===== src/rtl/pc_stack_unit.sv =====
// Fetch-stage program counter with relative/absolute jumps and a hardware
// return-address stack for call/ret, with sticky overflow/underflow flags.
module pc_stack_unit #(
  parameter int ADDR_W      = 5,
  parameter int OFF_W       = 5,
  parameter int STEP        = 1,
  parameter int RESET_VEC   = 0,
  parameter int STACK_DEPTH = 4
) (
  input  logic              clk,
  input  logic              rst_n,
  input  logic              stall,
  input  logic              load,
  input  logic              branch,
  input  logic              call,
  input  logic              ret,
  input  logic [ADDR_W-1:0] data_in,
  input  logic [OFF_W-1:0]  offset,
  output logic [ADDR_W-1:0] pc_count,
  output logic              stack_empty,
  output logic              stack_full,
  output logic              ovf_err,
  output logic              unf_err
);

  localparam int SP_W  = $clog2(STACK_DEPTH + 1);
  localparam int IDX_W = (STACK_DEPTH > 1) ? $clog2(STACK_DEPTH) : 1;
  localparam logic [ADDR_W-1:0] STEP_V = ADDR_W'(STEP);
  localparam logic [ADDR_W-1:0] RST_PC = ADDR_W'(RESET_VEC);
  localparam logic [SP_W-1:0]   SP_MAX = SP_W'(STACK_DEPTH);
  localparam logic [SP_W-1:0]   SP_ONE = SP_W'(1);

  logic [ADDR_W-1:0]                   pc_q, pc_d, pc_inc, off_ext;
  logic [SP_W-1:0]                     sp_q, sp_d, top_sp;
  logic [STACK_DEPTH-1:0][ADDR_W-1:0]  stk_q, stk_d;
  logic                                ovf_q, ovf_d, unf_q, unf_d;
  logic [IDX_W-1:0]                    top_idx, push_idx;
  logic                                empty, full;

  assign empty    = (sp_q == '0);
  assign full     = (sp_q == SP_MAX);
  assign pc_inc   = pc_q + STEP_V;
  // size cast of a signed value sign-extends the offset to PC width
  assign off_ext  = ADDR_W'($signed(offset));
  assign top_sp   = sp_q - SP_ONE;
  assign top_idx  = top_sp[IDX_W-1:0];
  assign push_idx = sp_q[IDX_W-1:0];

  always_comb begin
    pc_d  = pc_q;
    sp_d  = sp_q;
    stk_d = stk_q;
    ovf_d = ovf_q;
    unf_d = unf_q;
    if (!stall) begin
      if (ret) begin
        if (!empty) begin
          pc_d = stk_q[top_idx];
          sp_d = top_sp;
        end else begin
          unf_d = 1'b1;
          pc_d  = pc_inc;
        end
      end else if (call) begin
        // a call on a full stack degrades to a plain advance
        if (!full) begin
          stk_d[push_idx] = pc_inc;
          sp_d            = sp_q + SP_ONE;
          pc_d            = data_in;
        end else begin
          ovf_d = 1'b1;
          pc_d  = pc_inc;
        end
      end else if (load) begin
        pc_d = data_in;
      end else if (branch) begin
        pc_d = pc_q + off_ext;
      end else begin
        pc_d = pc_inc;
      end
    end
  end

  always_ff @(posedge clk or negedge rst_n) begin
    if (!rst_n) begin
      pc_q  <= RST_PC;
      sp_q  <= '0;
      ovf_q <= 1'b0;
      unf_q <= 1'b0;
    end else begin
      pc_q  <= pc_d;
      sp_q  <= sp_d;
      ovf_q <= ovf_d;
      unf_q <= unf_d;
    end
  end

  // entry contents are meaningless until pushed, so no reset is needed
  always_ff @(posedge clk) begin
    stk_q <= stk_d;
  end

  assign pc_count    = pc_q;
  assign stack_empty = empty;
  assign stack_full  = full;
  assign ovf_err     = ovf_q;
  assign unf_err     = unf_q;

endmodule


===== config.mk =====
export PLATFORM = sky130hd
export DESIGN_NAME = pc_stack_unit
export DESIGN_NICKNAME = d
export VERILOG_FILES = /design/src/rtl/pc_stack_unit.sv
export SDC_FILE = /design/constraint.sdc
export NUM_CORES = 1
export LEC_CHECK = 0
export ABC_AREA = 0
export CAP_MARGIN = 5
export CORE_ASPECT_RATIO = 1.5
export CORE_MARGIN = 3
export CORE_UTILIZATION = 54
export CTS_CLUSTER_SIZE = 12
export DETAILED_ROUTE_END_ITERATION = 8
export PLACE_DENSITY = 0.79
export SYNTH_ARGS = -nofsm -noshare
export SYNTH_HDL_FRONTEND = slang
export SYNTH_SLANG_ARGS = --single-unit

===== constraint.sdc =====
create_clock -name clk -period 2.7 [get_ports clk]
set_clock_uncertainty 0.2 [all_clocks]
set_input_delay 0.54 -clock clk [delete_from_list [all_inputs] [get_ports clk]]
set_output_delay 0.54 -clock clk [all_outputs]
set_load 0.02 [all_outputs]

; ---- After elaboration in Yosys (flattened, before gate mapping)
; Cells that the tools add are included.
[word_totals]
ff_bits = 30
input_bits = 17
out_inout_bits = 9
wordCells = 43
[classes]
n_addsub = 4
n_lt_le_gt_ge = 3
eq_ne = 3
mux = 15
n_bitwise = 3
n_reduce_logical = 7
[op_table]
columns = op, n
row1 = $mux 5, 8
row2 = $bwmux 20, 1
row3 = $mux 3, 4
row4 = $reduce_and 4->1, 3
row5 = $bmux 5 s2, 1
row6 = $demux 5 s2, 1
row7 = $lt 2x3->1 const B, 2
row8 = $add 5x1->5 const B, 1
row9 = $add 5x5->5, 1
row10 = $ne 2x2->1 const B, 2
row11 = $add 3x1->3 const B, 1
row12 = $eq 3x3->1 const B, 1
row13 = $logic_not 3->1, 1
row14 = $not 1->1, 3
row15 = $reduce_and 3->1, 1
row16 = $sub 3x1->3 const B, 1
row17 = $ge 2x1->1 const B, 1
row18 = $reduce_bool 2->1, 1
row19 = $logic_and 1x1->1, 1

; ---- Longest topological paths before layout
; Gate-level depths: netlist (run 1).
[logic_depth]
ltp_word = 5
ltp_mapped = 9

; ---- Least setup slack after synthesis (run 1)
; No wires, ideal clock.
[synth_timing]
path_kind = flip-flop to flip-flop
startpoint = reg pc_q[0] (netlist: pc_count[0])
endpoint = reg pc_q[4] (netlist: pc_count[4])
setup_time_ns = 0.126
t_arrival_ns = 2.028
required_time_ns = 2.374
slack_ns = 0.346
stages_incl_launch_ff = 9
cell_sequence = dfrtp_1 ha_1 inv_1 fa_1 nor2b_1 nor3_1 nor3b_1 mux2i_1 a221o_1
[synth_via]
elab_chain_len = 5
word_cells_on_any_way = 8
[synth_rtl]
columns = item, line_no
row1 = from (decl), 33  ; logic [ADDR_W-1:0] pc_q, pc_d, pc_inc, off_ext;
row2 = from (signal assigned), 91  ; pc_q <= pc_d;
row3 = $add 5x1->5 / $add 5x5->5 (equally long branches), "42, 77"
row4 = $mux 5, 76  ; end else if (branch) begin
row5 = $mux 5, 74  ; end else if (load) begin
row6 = $mux 5, 64  ; end else if (call) begin
row7 = $mux 5 (*), 56  ; if (ret) begin
; Every way passes the cells marked *; elsewhere a longest branch is shown, timed or not.
; A chain may end at the register's enable or synchronous reset.

; ---- Worst setup path after layout (run 1)
[layout_timing]
startpoint = reg sp_q[1]
endpoint = out stack_empty
[layout_via]
elab_chain_len = 1
[layout_rtl]
columns = item, line_no
row1 = from (decl), 34  ; logic [SP_W-1:0] sp_q, sp_d, top_sp;
row2 = from (signal assigned), 92  ; sp_q <= sp_d;
row3 = $logic_not 3->1, 40  ; assign empty = (sp_q == '0);
row4 = to (decl), 20  ; output logic stack_empty,
; No other way between the ends.

==> results of run 1 <==
state kept, by name, summed over array words and instances, names as in the netlist:
signal    flops
unf_err       1
ovf_err       1
sp_q          3
stk_q        20
pc_count      5
routing by layer:
metal / share of wire [%] / track usage (%) / vias up
li1: - / - / 668
met1: 39 / 28.0 / 708
met2: 55 / 41.5 / 42
met3: 3.1 / 4.47 / 11
met4: 2.8 / 11.8 / 0
met5: 0 / 0 / -
power by group:
part | total (uW) | leakage (uW) | internal [uW] | switching [uW]
Clock | 346 | 0.0000450 | 178 | 168
Sequential | 765 | 0.000297 | 656 | 108
Combinational | 1210 | 0.000567 | 587 | 628
Total | 2330 | 0.000909 | 1420 | 904
synthesized netlist by cell type (all sizes together) (4+ instances only):
cell	number
mux2i	4
a21oi	5
nor3	6
o21ai	6
and2	4
nand2	14
xnor2	6
ha	10
edfxtp	20
nor3b	4
nor2	7
mux4	5
dfrtp	10
inv	10
a211oi	4
layout make-up:
cell class              instances  area, um2
repair buffers                 39        358
flip-flops and latches         30        851
clock buffers                   6       72.6
multi-input cells             110        888
clock inverters                 2       10.0
well taps                      40       50.0
fillers                       253        923
inverters                      10       37.5
final timing paths:
check	start	endpoint	slack, ns
max in group asynchronous	rst_n	unf_err	1.56
max reg2reg	pc_count[0]	pc_count[1]	0.42
min reg2reg	unf_err	unf_err	0.26
min in group asynchronous	rst_n	pc_count[1]	0.39
min	unf_err	unf_err	0.26
max	sp_q[1]	stack_empty	0.1
per-stage QoR:
| stage | setup TNS, ns | std cells | total power (uW) |
|---|---|---|---|
| after floorplan | 0 | 156 | 1540 |
| after global routing | -0.0458 | 237 | 2480 |
| after global placement | -0.177 | 229 | 1930 |
| final | 0 | 237 | 2330 |
| after detailed placement | -0.289 | 229 | 1980 |
| after CTS | 0 | 237 | 2330 |
cells by family after synthesis:
logic type | after synthesis | synth area share, %
AND/OR/NAND/NOR | 50 | 14.8
AO/OA/AOI/OAI | 31 | 12.9
flip-flops | 30 | 47.0
buffers and inverters | 16 | 4.01
adder cells (fa/ha/maj) | 11 | 8.02
multiplexers | 10 | 9.05
XOR/XNOR | 8 | 4.29
what timing repair did:
| item | 4_1_cts | 5_1_grt |
|---|---|---|
| endpoints found under the setup margin | 0 | 2 |
| endpoints found under the hold margin | 0 | 0 |
| resized for setup | 0 | 2 |
==> impl_metrics.csv, run 1 <==
group,metric,value,unit
placed_design,post-place-ws,-0.204,ns
sta,slew_violations,0,
worst_setup_path,cp.arrival,1.86,ns
global_route,grt_max_degree,15,
logic_synthesis,synth_nets,184,
logic_synthesis,synth_top_cell_by_area,"edfxtp_1",
sta,max_clock_freq,384,MHz
cts,postCtsSetupRepairBufs,0,
cts,postCtsHoldBufs,0,
floorplanning,fp.dieW,53.3,um
floorplanning,pin_count,26,
logic_synthesis,synth_cell_type_count,43,
final_layout,syn_to_final_growth,25.2,%
worst_setup_path,critical_path.startpoint_type,"register",
power_and_ir_drop,ir_drop,0.000701,V
final_layout,mostFrequentLayoutCell,"clkdlybuf4s50_1",
floorplanning,die_area,0.00410,mm2
cts,cts_buffer_depth,2,
final_layout,finish.utilization,71.1,%
placed_design,portBuffers,25,
sta,post-route-min-period,2.60,ns
run_status,status,"complete, no violations",
sta,worst_pin_slew,0.485,ns
final_layout,final_nets,224,
logic_synthesis,syn_area_per_cell,11.6,um2
logic_synthesis,syn_inst,156,
final_layout,fin_area,0.00227,mm2
cts,root_buffer,"clkbuf_8",
drt,via_per_inst,6.03,
logic_synthesis,async_reset_ff_share,33.3,%
logic_synthesis,synth_edf_count,20,
logic_synthesis,ys.flop_type,"edfxtp_1",
sta,hold_viol_final,0,
worst_setup_path,cp_top_family,"buffers and inverters",
cts,cts_sinks,30,
cts,h-tree-depth,2,
drt,wl,4.17,mm
logic_synthesis,seq_area_frac_synth,47.0,%
cts,cts_tree,"built",
final_layout,insertedDiodeCount,0,
placed_design,gp_congestion,0.870,
worst_setup_path,cpPeakStageDelay,0.60,ns
worst_setup_path,cpMostUsedCell,"inv_1",
logic_synthesis,synth_top_area_share,33.2,%
worst_hold_path,hold_depth,1,
logic_synthesis,syn-cell-area,0.00181,mm2
worst_setup_path,cp_num_buf_inv,3,
logic_synthesis,yosys-top-cells-area,"edfxtp_1 (33%), dfrtp_1 (14%), ha_1 (6.9%)",
worst_hold_path,min-delay-path-class,"register to register",
drt,ant_nets,0,
logic_synthesis,synth_warnings,0,
global_route,grt_pass1_vias,1475,
sta,finalSetupViolations,0,
worst_setup_path,cp_slowest_cell,"clkdlybuf4s50_1",
placed_design,hpwl,3.21,mm
final_layout,drive_gt1_share,15.7,%
job,drv_cap,0,
floorplanning,start_util,56.7,%
drt,first_iter_violations,41,
worst_setup_path,worst-setup-path-type,"register to primary output",
global_route,grt_usage,24.4,%
sta,worst_slack,0.0990,ns
cts,clk_latency,0.29,ns
power_and_ir_drop,power.density,1030,mW/mm2
drt,routed_wire_length_per_instance,17.6,um
worst_setup_path,path_max_fanout,4,
placed_design,place_area,0.00218,mm2
global_route,grt_overflow,0,
worst_setup_path,cp.required,1.96,ns
global_route,antenna_found_initial,0,
drt,dr.pass1.iters,4,
logic_synthesis,ys_seq_elements,30,
worst_setup_path,rr_worst_depth,7,
worst_setup_path,end_kind,"primary output",
cts,clk_pin_slew,0.06,ns
final_layout,final_cell_mix,"clkdlybuf4s50_1 (24), edfxtp_1 (20), nand2_1 (14), buf_4 (14)",
worst_setup_path,worstPathCellList,"inv_1, ha_1, nand2b_1, inv_1, clkdlybuf4s50_1",
floorplanning,rows,25,
sta,relSlewSlack,66.8,%
cts,cts_made_buffers,5,
drt,num_vias,1429,
drt,drcViolationCount,0,
floorplanning,core_area,0.00319,mm2
global_route,grt_pass1_wl,7.17,mm
worst_setup_path,worst-path-stages,5,
sta,holdWs,0.260,ns
floorplanning,fp.dieH,76.9,um
sta,finalCritPeriodShare,96.3,%
power_and_ir_drop,leakage,0.000909,uW
Power figures use the tool's default switching activity.
==> run 2: changes to the inputs <==
--- a/config.mk
+++ b/config.mk
@@ -13,6 +13,8 @@
 export CTS_CLUSTER_SIZE = 12
 export DETAILED_ROUTE_END_ITERATION = 8
 export PLACE_DENSITY = 0.79
+export RECOVER_POWER = 25
+export SKIP_CTS_REPAIR_TIMING = 1
 export SYNTH_ARGS = -nofsm -noshare
 export SYNTH_HDL_FRONTEND = slang
 export SYNTH_SLANG_ARGS = --single-unit
==> run 2 against run 1 <==
Effect of this change: utilization down 0.12 points; flip-flop and latch count unchanged; highest routed layer unchanged; count of clock-buffer cells in the layout unchanged; global-route usage unchanged; power down 0.36%; die area unchanged; final cell count unchanged; wire length down 0.14%; register-to-register slack worse by 0.13 ns; critical endpoint unchanged; setup slack worse by 0.0074 ns; first-iteration DRC count up 4.9%; critical path depth unchanged.
==> impl_metrics.csv, run 2 (synthesized netlist as in run 1, its figures left out) <==
group,metric,value,unit
cts,cts_sinks,30,
floorplanning,rows,25,
placed_design,portBuffers,25,
cts,clk_pin_slew,0.06,ns
final_layout,insertedDiodeCount,0,
drt,drcViolationCount,0,
sta,holdWs,0.260,ns
global_route,antenna_found_initial,0,
sta,slew_violations,0,
worst_setup_path,cpMostUsedCell,"inv_1",
global_route,grt_overflow,0,
run_status,status,"complete, no violations",
power_and_ir_drop,power.density,1020,mW/mm2
placed_design,hpwl,3.21,mm
global_route,grt_usage,24.4,%
worst_setup_path,cp.arrival,1.87,ns
sta,max_clock_freq,383,MHz
sta,post-route-min-period,2.61,ns
final_layout,mostFrequentLayoutCell,"clkdlybuf4s50_1",
global_route,grt_pass1_vias,1475,
sta,worst_pin_slew,0.486,ns
drt,wl,4.17,mm
global_route,grt_max_degree,15,
final_layout,finish.utilization,70.9,%
sta,relSlewSlack,66.7,%
floorplanning,fp.dieH,76.9,um
drt,first_iter_violations,43,
sta,hold_viol_final,0,
worst_setup_path,critical_path.startpoint_type,"register",
worst_setup_path,path_max_fanout,4,
worst_setup_path,regToRegSetupSlack,0.29,ns
floorplanning,start_util,56.7,%
drt,routed_wire_length_per_instance,17.6,um
worst_setup_path,cp_slowest_cell,"clkdlybuf4s50_1",
power_and_ir_drop,p_total,2320,uW
floorplanning,pin_count,26,
worst_setup_path,cp.required,1.96,ns
sta,finalCritPeriodShare,96.6,%
worst_setup_path,end_kind,"primary output",
final_layout,final_nets,224,
drt,dr.pass1.iters,4,
cts,clk_latency,0.29,ns
final_layout,final_cell_mix,"clkdlybuf4s50_1 (23), edfxtp_1 (20), nand2_1 (14)",
power_and_ir_drop,leakage,0.000906,uW
drt,ant_nets,0,
worst_setup_path,r2r-end,"pc_count[4]",
worst_hold_path,hold_end,"unf_err",
floorplanning,fp.dieW,53.3,um
worst_setup_path,cp_num_buf_inv,3,
drt,num_vias,1426,
job,drv_cap,0,
floorplanning,core_area,0.00319,mm2
power_and_ir_drop,ir_drop,0.000701,V
cts,cts_buffer_depth,2,
floorplanning,die_area,0.00410,mm2
drt,via_per_inst,6.02,
final_layout,drive_gt1_share,15.2,%
placed_design,gp_congestion,0.870,
placed_design,place_area,0.00218,mm2
worst_setup_path,r2r-start,"pc_count[0]",
final_layout,syn_to_final_growth,25.0,%
cts,cts_tree,"built",
worst_setup_path,rr_worst_depth,7,
sta,finalSetupViolations,0,
cts,h-tree-depth,2,
worst_hold_path,hold_depth,1,
final_layout,nFillCells,254,
cts,cts_made_buffers,5,
worst_setup_path,cp_top_family,"buffers and inverters",
final_layout,fin_area,0.00226,mm2
worst_hold_path,min_from,"unf_err",
worst_hold_path,min-delay-path-class,"register to register",
cts,root_buffer,"clkbuf_8",
worst_setup_path,worstPathCellList,"inv_1, ha_1, nand2b_1, inv_1, clkdlybuf4s50_1",
worst_setup_path,cpPeakStageDelay,0.60,ns
final_layout,regMostFlops,"stk_q",
final_layout,largest_reg_flops,20,
worst_setup_path,worst-setup-path-type,"register to primary output",
global_route,grt_pass1_wl,7.17,mm
[run 2: cell types whose count changed in the layout (fill, tap and decap cells not counted)]
cell and delta:
clkbuf_1 +1, dlygate4sd3_1 +1, clkdlybuf4s50_1 -1, buf_4 -1
[run 2: final cells by class]
| type | count | area [um2] | share of cell area (%) |
|---|---|---|---|
| multi-input combinational | 110 | 888 | 39.2 |
| clock buffer | 6 | 72.6 | 3.21 |
| timing repair buffer | 39 | 354 | 15.6 |
| tap | 40 | 50.0 | 2.21 |
| sequential | 30 | 851 | 37.6 |
| inverter | 10 | 37.5 | 1.66 |
| clock inverter | 2 | 10.0 | 0.442 |
[run 2: worst max-delay path by stage]
stage	end	slack, ns	start	cells past startpoint
after floorplan	pc_count[4]	0.35	pc_count[0]	8
after global placement	pc_count[4]	-0.15	offset[0]	9
after detailed placement	pc_count[4]	-0.20	offset[0]	9
after CTS	stack_full	0.05	sp_q[1]	5
after global routing	pc_count[1]	-0.05	offset[0]	8
final	stack_empty	0.09	sp_q[1]	5
[run 2: power breakdown]
part	switching (uW)	total (uW)	leakage [uW]	internal (uW)
combinational	628	1210	0.000564	581
sequential	106	763	0.000297	657
clock	167	345	0.0000450	178
total	901	2320	0.000906	1420
[run 2: per-stage QoR]
step / std cells / setup WS [ns] / setup TNS (ns)
after floorplan: 156 / 0.346 / 0
after global placement: 229 / -0.148 / -0.177
after detailed placement: 229 / -0.204 / -0.289
after CTS: 237 / 0.0454 / 0
after global routing: 237 / -0.0458 / -0.0458
final: 237 / 0.0916 / 0
[run 2: per-layer routing]
| metal | global-route usage (%) | part of all wire [%] | wire [um] |
|---|---|---|---|
| met2 | 41.5 | 55 | 2300 |
| met3 | 4.47 | 4.1 | 169 |
| met4 | 11.8 | 3.1 | 130 |
| met5 | 0 | 0 | 0 |
| met1 | 28.0 | 38 | 1560 |
==> run 3: changes to the inputs <==
--- a/config.mk
+++ b/config.mk
@@ -12,6 +12,7 @@
 export CORE_UTILIZATION = 54
 export CTS_CLUSTER_SIZE = 12
 export DETAILED_ROUTE_END_ITERATION = 8
+export MAX_ROUTING_LAYER = met4
 export PLACE_DENSITY = 0.79
 export RECOVER_POWER = 25
 export SKIP_CTS_REPAIR_TIMING = 1
==> run 3 against run 2 <==
Effect of this change: flip-flop and latch count unchanged; fmax grew 0.31%; hold slack is essentially flat; register-to-register slack barely moved; count of clock-buffer cells in the layout stayed put; power hardly changed; utilization is the same; largest cell class unchanged; non-clock buffer count unchanged; via count is 0.14% lower; first-iteration DRC count is 2.3% lower; cell area unchanged; sequential share of layout area stayed put.
==> impl_metrics.csv, run 3 (synthesized netlist as in run 1, its figures left out) <==
group,metric,value,unit
sta,post-route-min-period,2.60,ns
sta,slew_violations,0,
floorplanning,start_util,56.7,%
final_layout,insertedDiodeCount,0,
worst_setup_path,critical_path.startpoint_type,"register",
drt,ant_nets,0,
placed_design,place_area,0.00218,mm2
floorplanning,rows,25,
cts,h-tree-depth,2,
drt,first_iter_violations,42,
cts,cts_made_buffers,5,
final_layout,final_nets,224,
global_route,antenna_found_initial,0,
drt,wl,4.17,mm
sta,max_clock_freq,385,MHz
cts,root_buffer,"clkbuf_8",
power_and_ir_drop,leakage,0.000906,uW
global_route,grt_pass1_vias,1475,
sta,finalCritPeriodShare,96.3,%
global_route,grt_usage,25.0,%
final_layout,final_cell_mix,"clkdlybuf4s50_1 (23), edfxtp_1 (20), nand2_1 (14)",
worst_hold_path,min-delay-path-class,"register to register",
cts,cts_buffer_depth,2,
cts,clk_latency,0.29,ns
final_layout,fin_area,0.00226,mm2
placed_design,place_inst,229,
worst_setup_path,cp_num_buf_inv,3,
worst_setup_path,worst-setup-path-type,"register to primary output",
global_route,grt_max_degree,15,
final_layout,multiInputGateArea,888,um2
placed_design,hpwl,3.21,mm
worst_setup_path,cpMostUsedCell,"inv_1",
drt,dr.pass1.iters,4,
sta,worst_pin_slew,0.517,ns
job,drv_cap,0,
drt,num_vias,1424,
floorplanning,fp.dieW,53.3,um
worst_setup_path,cp_top_family,"buffers and inverters",
final_layout,syn_to_final_growth,25.0,%
placed_design,gp_congestion,0.884,
run_status,status,"complete, no violations",
final_layout,nFillCells,254,
drt,routed_wire_length_per_instance,17.6,um
worst_setup_path,path_max_fanout,4,
worst_setup_path,cp.required,1.96,ns
cts,clk_pin_slew,0.06,ns
worst_setup_path,cp.arrival,1.86,ns
final_layout,stdcell_count,237,
sta,finalSetupViolations,0,
power_and_ir_drop,power.density,1020,mW/mm2
power_and_ir_drop,ir_drop,0.000701,V
worst_setup_path,cp_slowest_cell,"clkdlybuf4s50_1",
cts,cts_tree,"built",
sta,relSlewSlack,65.4,%
final_layout,register_area,851,um2
worst_setup_path,cpPeakStageDelay,0.60,ns
final_layout,regMostFlops,"stk_q",
worst_setup_path,end_kind,"primary output",
floorplanning,die_area,0.00410,mm2
final_layout,largest_reg_flops,20,
floorplanning,pin_count,26,
drt,via_per_inst,6.01,
final_layout,drive_gt1_share,15.2,%
final_layout,mostFrequentLayoutCell,"clkdlybuf4s50_1",
floorplanning,core_area,0.00319,mm2
floorplanning,fp.dieH,76.9,um
placed_design,portBuffers,25,
sta,hold_viol_final,0,
global_route,grt_pass1_wl,7.17,mm
final_layout,finish.utilization,70.9,%
worst_setup_path,worstPathCellList,"inv_1, ha_1, nand2b_1, inv_1, clkdlybuf4s50_1",
drt,drcViolationCount,0,
cts,cts_sinks,30,
global_route,grt_overflow,0,
## run 3: cell counts in the layout (fill, tap and decap cells not counted)
Identical to the previous run, type by type.
## run 3: layout make-up
type | count | share of cell area, %
inverter | 10 | 1.66
multi-input combinational | 110 | 39.2
clock buffer | 6 | 3.21
tap | 40 | 2.21
timing repair buffer | 39 | 15.6
clock inverter | 2 | 0.442
sequential | 30 | 37.6
## run 3: worst paths after layout
| path | start | end | slack [ns] | cells after the start |
|---|---|---|---|---|
| worst max-delay path | sp_q[1] | stack_empty | 0.1 | 5 |
| worst min-delay path | unf_err | unf_err | 0.26 | 1 |
| worst max register to register | pc_count[0] | pc_count[4] | 0.29 | 7 |
| worst min register to register | unf_err | unf_err | 0.26 | 1 |
| max in group asynchronous | rst_n | unf_err | 1.48 | 1 |
| min in group asynchronous | rst_n | pc_count[1] | 0.46 | 1 |
## run 3: where the power goes
part / internal, uW / leakage, uW / total [uW] / switching (uW)
registers: 656 / 0.000297 / 765 / 108
clock network: 178 / 0.0000450 / 346 / 167
logic: 581 / 0.000564 / 1210 / 627
total: 1420 / 0.000906 / 2320 / 903
## run 3: layer usage
| layer | vias to the layer above | GRT usage [%] | wire (um) |
|---|---|---|---|
| met2 | 42 | 41.5 | 2300 |
| met1 | 704 | 28.1 | 1620 |
| li1 | 667 | - | - |
| met5 | - | - | 0 |
| met3 | 11 | 4.27 | 135 |
| met4 | 0 | 11.8 | 116 |
## run 3: stage by stage
step / TNS, ns / setup slack [ns] / hold slack [ns] / total power (uW)
2_1_floorplan: 0 / 0.346 / 0.0444 / 1540
3_3_place_gp: -0.177 / -0.148 / 0.236 / 1930
4_1_cts: 0 / 0.0454 / 0.262 / 2330
5_1_grt: -0.0458 / -0.0458 / 0.293 / 2470
3_5_place_dp: -0.289 / -0.204 / 0.248 / 1980
6_report: 0 / 0.0996 / 0.260 / 2320
